File: src/rtl/reg_file_sb.sv
// reg_file_sb -- register file with forwarding and a busy scoreboard.
//
// After reset, a clear sequencer zeroes one entry per cycle. The file
// reports ready only once every entry has been cleared.
//
// Ports:
//   clk, rst           rising-edge clock; synchronous active-high reset
//   ready              high once the clear sequence has finished
//   r_addr1/2          read addresses
//   r_rs1/2            combinational read data, with write forwarding
//   rs1_busy/rs2_busy  scoreboard bit for r_addr1 / r_addr2
//   w_en/w_addr/w_data write port; a write clears busy[w_addr]
//   rsv_en/rsv_addr    reserve port; sets busy[rsv_addr]
//
// state  | meaning
// -------+--------------------------------------------------------
// CLEAR  | zeroing rfile[cnt] each cycle; outputs gated; writes ignored
// RUN    | normal operation; ready = 1
module reg_file_sb #(
    parameter int XLEN     = 32,
    parameter int NREGS    = 32,
    parameter int ZERO_REG = 1,
    parameter int AW       = $clog2(NREGS)
) (
    input  logic            clk,
    input  logic            rst,
    output logic            ready,
    input  logic [AW-1:0]   r_addr1,
    input  logic [AW-1:0]   r_addr2,
    output logic [XLEN-1:0] r_rs1,
    output logic [XLEN-1:0] r_rs2,
    output logic            rs1_busy,
    output logic            rs2_busy,
    input  logic            w_en,
    input  logic [AW-1:0]   w_addr,
    input  logic [XLEN-1:0] w_data,
    input  logic            rsv_en,
    input  logic [AW-1:0]   rsv_addr
);

    typedef enum logic {S_CLEAR = 1'b0, S_RUN = 1'b1} state_t;

    state_t           state_q, state_d;
    logic [AW-1:0]    cnt_q, cnt_d;
    logic [NREGS-1:0] busy_q, busy_d;
    logic [XLEN-1:0]  rfile_q [NREGS];
    logic [XLEN-1:0]  rfile_d [NREGS];

    // True for the hard-wired zero register when that option is enabled.
    function automatic logic is_zero(input logic [AW-1:0] a);
        return (ZERO_REG != 0) && (a == '0);
    endfunction

    // State register and scoreboard.
    always_ff @(posedge clk) begin
        if (rst) begin
            state_q <= S_CLEAR;
            cnt_q   <= '0;
            busy_q  <= '0;
        end else begin
            state_q <= state_d;
            cnt_q   <= cnt_d;
            busy_q  <= busy_d;
        end
    end

    // The array has no reset. The clear sequence is what zeroes it.
    always_ff @(posedge clk) begin
        rfile_q <= rfile_d;
    end

    // Next state and clear counter.
    always_comb begin
        state_d = state_q;
        cnt_d   = cnt_q;
        case (state_q)
            S_CLEAR: begin
                cnt_d = cnt_q + 1'b1;
                if (cnt_q == AW'(NREGS - 1)) begin
                    state_d = S_RUN;
                end
            end
            S_RUN: begin
                state_d = S_RUN;
            end
            default: begin
                state_d = S_CLEAR;
            end
        endcase
    end

    // Array and scoreboard updates. The reserve is applied after the
    // write, so a same-address reserve wins and leaves busy set.
    always_comb begin
        rfile_d = rfile_q;
        busy_d  = busy_q;
        if (!rst) begin
            if (state_q == S_CLEAR) begin
                rfile_d[cnt_q] = '0;
            end else begin
                if (w_en && !is_zero(w_addr)) begin
                    rfile_d[w_addr] = w_data;
                    busy_d[w_addr]  = 1'b0;
                end
                if (rsv_en && !is_zero(rsv_addr)) begin
                    busy_d[rsv_addr] = 1'b1;
                end
            end
        end
    end

    // Outputs: gated to zero in CLEAR; in RUN, an in-flight write is forwarded.
    always_comb begin
        ready    = 1'b0;
        r_rs1    = '0;
        r_rs2    = '0;
        rs1_busy = 1'b0;
        rs2_busy = 1'b0;
        if (state_q == S_RUN) begin
            ready = 1'b1;
            if (is_zero(r_addr1)) begin
                r_rs1 = '0;
            end else if (w_en && (w_addr == r_addr1)) begin
                r_rs1 = w_data;
            end else begin
                r_rs1    = rfile_q[r_addr1];
                rs1_busy = busy_q[r_addr1];
            end
            if (is_zero(r_addr2)) begin
                r_rs2 = '0;
            end else if (w_en && (w_addr == r_addr2)) begin
                r_rs2 = w_data;
            end else begin
                r_rs2    = rfile_q[r_addr2];
                rs2_busy = busy_q[r_addr2];
            end
        end
    end

endmodule

File: config.mk
export PLATFORM = sky130hd
export DESIGN_NAME = reg_file_sb
export DESIGN_NICKNAME = d
export VERILOG_FILES = /design/src/rtl/reg_file_sb.sv
export SDC_FILE = /design/constraint.sdc
export NUM_CORES = 2
export LEC_CHECK = 0
export CORE_AREA = 2 2 337 373
export CTS_CLUSTER_SIZE = 8
export DETAILED_ROUTE_END_ITERATION = 7
export DIE_AREA = 0 0 339 375
export PLACE_DENSITY = 0.68
export SLEW_MARGIN = 15
export SYNTH_ARGS = -nofsm -noshare
export SYNTH_HDL_FRONTEND = slang
export SYNTH_SLANG_ARGS = --single-unit
File: constraint.sdc
create_clock -name clk -period 3.1 [get_ports clk]
set_input_delay 0.31 -clock clk [delete_from_list [all_inputs] [get_ports clk]]
set_output_delay 0.31 -clock clk [all_outputs]
set_load 0.01 [all_outputs]
==> impl_results.md <==
- Drt first-iter violations: 10,326
- # fillers: 9,573
- Starting Density: 49.5%
- Critical path's top delay family: buffers and inverters
- Clk Latency, worst-skew pair: 0.81 ns
- Total clock sinks: about 1,100
- Nets: 5,978
- Routed length per placed instance: 34.8 um
- Layout cells sized above 1: 28.4%
- Leak Pwr: just under 30 nW
- Syn Area/Cell: 11.2 sq um
- Clock transition at path regs: approximately 0.050 ns
- Worst path buffer plus inverter count: 5
- Hold Violations, Final: 0
- Headroom to the max-slew limit: 42.4%
- Sequential share of the synthesized area: between 50% and 60%
- DRC errors left: 1
- CP required: between 2 and 3 ns
- Die area: 0.127 sq mm
- WP depth: 8
- Worst hold slack: ~0.06 ns
- Post-Place Cells: between 7,000 and 8,000
- Netlist area before placement: between 0.06 and 0.07 sq mm
- Worst r2r src: state_q
- Critical path type: reg -> out
- Prevailing post-synth register cell: edfxtp_1
- Die W: between 300 and 400 um
- Crit share post-route: 106%
- Cell Count, Final, Fillers Out: 7,620
- Fmax: approximately 300 MHz
- Max-slew violation count: 0
- Synthesized Nets: 5,531
- Final setup TNS: -3.22 ns
- Num CTS Buffers: 151
- Critical Path Sink: r_rs1[28]
- Hold_buf cts: 0
- Cell row count: approximately 140
- CP cell instances: buf_6 -> nand3b_1 -> buf_6 -> buf_6 -> or4_4 -> a31oi_4 -> buf_6 -> buf_6
- Setup violations, final: 45
- CP Launch Type: register
- Number of enable flip-flop cells after synthesis: 1,024
- Port buffer count: 122
- Ys async rst share: 0%
- Final ANT Viol Nets: 0
- RSZ-0062 raised after global routing: yes
- Final worst slack: -0.185 ns
- Wirelength, routed: 265 mm
- Total number of vias: about 55,000
- Worst-path fanout max: 8
- Worst min path class: in -> reg
- Worst-case vdd ir drop: ~0.47 mV
- Synth Instances: 5,470
- Vias in the first global route: 53,248
- Core Area: 0.124 sq mm
- Ys Warns: 0
- Outcome: complete, but fails checks
- Grt total ovfl: 0
- Max-cap viol count: 0
- I/O pin cnt: 123
- Root Driver: clkbuf_16
- Initial antenna violation count: 24
- Final Skew: 0.0263 ns
- DIE HEIGHT: 375 um
- Vias/cell: 7.27
- Max H-tree Level: 4
- R2R Path End: rfile_q[291]
- Worst Path Arrival: 2.97 ns
- Worst Reg-to-Reg Cells: 7
- Global-route wire length before repair: between 300 and 400 mm
- HPWL reported at the end of detailed placement: 169 mm
- Cell area power density: 501 mW/mm^2
- CP peak stage delay: 0.48 ns
- Worst-Margin Slew: 0.862 ns
- Most common cell type on the critical path: buf_6
- Yosys cell types: between 50 and 60
- Critical Path Start: state_q
- Gr usage total: 40.7%
- First-pass DRT Iterations: 8
- Yosys reg bits: between 1,000 and 1,500
- CTS tree: done
- Area Overhead vs Synth: 24.5%
- Failing checks: design-rule violations, negative setup slack
- Final GP Congestion: between 1 and 1.5
- Critical-path top delay cell: dfxtp_4
- Worst reg-to-reg setup slack: about 0.37 ns
- Final min period: 3.28 ns
- Clock Tree Buf Depth: 3
- Largest net degree at the start of global routing: 53
- CP Capture Type: primary output
[per-stage QoR]
step	area (sq um)	power [W]	worst slack (ns)	util (%)
after floorplan	61300	0.0203	-0.277	-
after global placement	69300	0.0224	-0.871	56.0
after detailed placement	69300	0.0225	-0.851	56.0
after CTS	75300	0.0377	-0.166	60.9
after global routing	76300	0.0389	-0.189	61.6
final	76300	0.0382	-0.185	61.7
[cells by family (layout without fill, tap and decap cells)]
kind of cell / count (synthesis) / in the layout / synth area share [%]
mux: 731 / 731 / 19.3
buf+inv: 555 / 1038 / 4.12
other cells: 0 / 11 / 0
flops: 1062 / 1062 / 51.4
fa+ha+maj: 5 / 5 / 0.102
simple gates: 1486 / 1486 / 9.92
compound gates: 1618 / 1618 / 14.9
xor+xnor: 13 / 13 / 0.186
[synthesized netlist by cell type (5+ instances only)]
master / count / share of area, %
o22ai_1: 76 / 0.78
buf_4: 45 / 0.55
nor4_1: 7 / 0.071
or4_1: 7 / 0.086
nand4_1: 6 / 0.061
nand3_1: 47 / 0.38
o22a_1: 23 / 0.33
clkbuf_1: 373 / 2.3
o221ai_1: 10 / 0.14
a2111oi_0: 6 / 0.086
nand2b_1: 13 / 0.13
nand3b_1: 6 / 0.074
edfxtp_1: 1024 / 50
dfxtp_1: 38 / 1.2
buf_1: 25 / 0.15
ha_1: 5 / 0.10
buf_6: 20 / 0.37
nand2_1: 1195 / 7.3
a22oi_1: 112 / 1.4
a31oi_1: 49 / 0.50
mux2_2: 26 / 0.48
and2_1: 9 / 0.092
nor3_1: 48 / 0.39
a21oi_1: 115 / 0.94
o21ai_0: 1108 / 9.1
and3_1: 5 / 0.051
o32a_1: 51 / 0.83
mux4_2: 359 / 13
a2bb2oi_1: 5 / 0.071
mux2i_1: 346 / 5.7
nor2_1: 66 / 0.40
xor2_1: 10 / 0.14
nor2b_1: 58 / 0.59
a211oi_1: 53 / 0.65
buf_2: 89 / 0.73
[cell type report]
cell class / instances / area (sq um) / share of cell area, %
repair buffers: 847 / 8310 / 10.9
clock buffers: 175 / 3930 / 5.16
flip-flops and latches: 1062 / 31500 / 41.3
multi-input cells: 3853 / 30200 / 39.6
diodes: 11 / 27.5 / 0.0361
well taps: 1656 / 2070 / 2.72
clock inverters: 14 / 208 / 0.272
inverters: 2 / 7.51 / 0.00984
[power breakdown]
part           internal (W)  leakage, nW  switching, W
clock network       0.00887         2.02       0.00646
logic               0.00231         16.5       0.00303
registers            0.0168         10.4      0.000691
total                0.0280         28.9        0.0102
[worst register-to-register path, delay by kind of cell (launching register included)]
kind                   cells  cell delay [ns]
buffers and inverters      5             0.98
DFF                        1             0.41
AOI/OAI and AO/OA          2             1.03
[metal layers]
metal / routed length (um) / vias to the layer above / global-route usage (%)
met5: 232 / - / 0
met4: 21100 / 24 / 27.5
met3: 44200 / 1376 / 16.1
met2: 114000 / 5580 / 59.0
met1: 86100 / 26751 / 50.0
li1: - / 21670 / -
[sequential cells by signal, indices dropped and copies added, names as in the netlist]
register,flops
rfile_q,1024
busy_q,32
cnt_q,5
state_q,1
[cell usage in the layout (no fill, tap or decap), types with 36 or more instances in the layout]
master and count:
clkdlybuf4s50_1 47, mux2i_1 333, buf_4 541, buf_2 52, clkbuf_16 155, dfxtp_1 36, edfxtp_1 1024, o32a_1 48
a21oi_4 55, buf_12 132, o21ai_0 1065, o22ai_1 50, nand2_1 1189, nor2_1 60, nor2b_1 38, mux4_2 359
a31oi_4 37, a22oi_1 111, buf_6 59, a21oi_1 40
[timing repair]
item	4_1_cts	5_1_grt
gates cloned	0	1
pin swaps	127	110
setup buffers	93	27
resized for setup	571	192
endpoints found under the setup margin	66	64
[worst min-delay path by stage]
stage	startpoint	end	cells past startpoint
floorplan	busy_q[0]	busy_q[0]	1
global route	rst	cnt_q[1]	3
detailed placement	busy_q[0]	busy_q[0]	1
finish	rst	cnt_q[4]	3
global placement	busy_q[0]	busy_q[0]	1
CTS	rst	cnt_q[4]	3
Power figures use the tool's default switching activity.
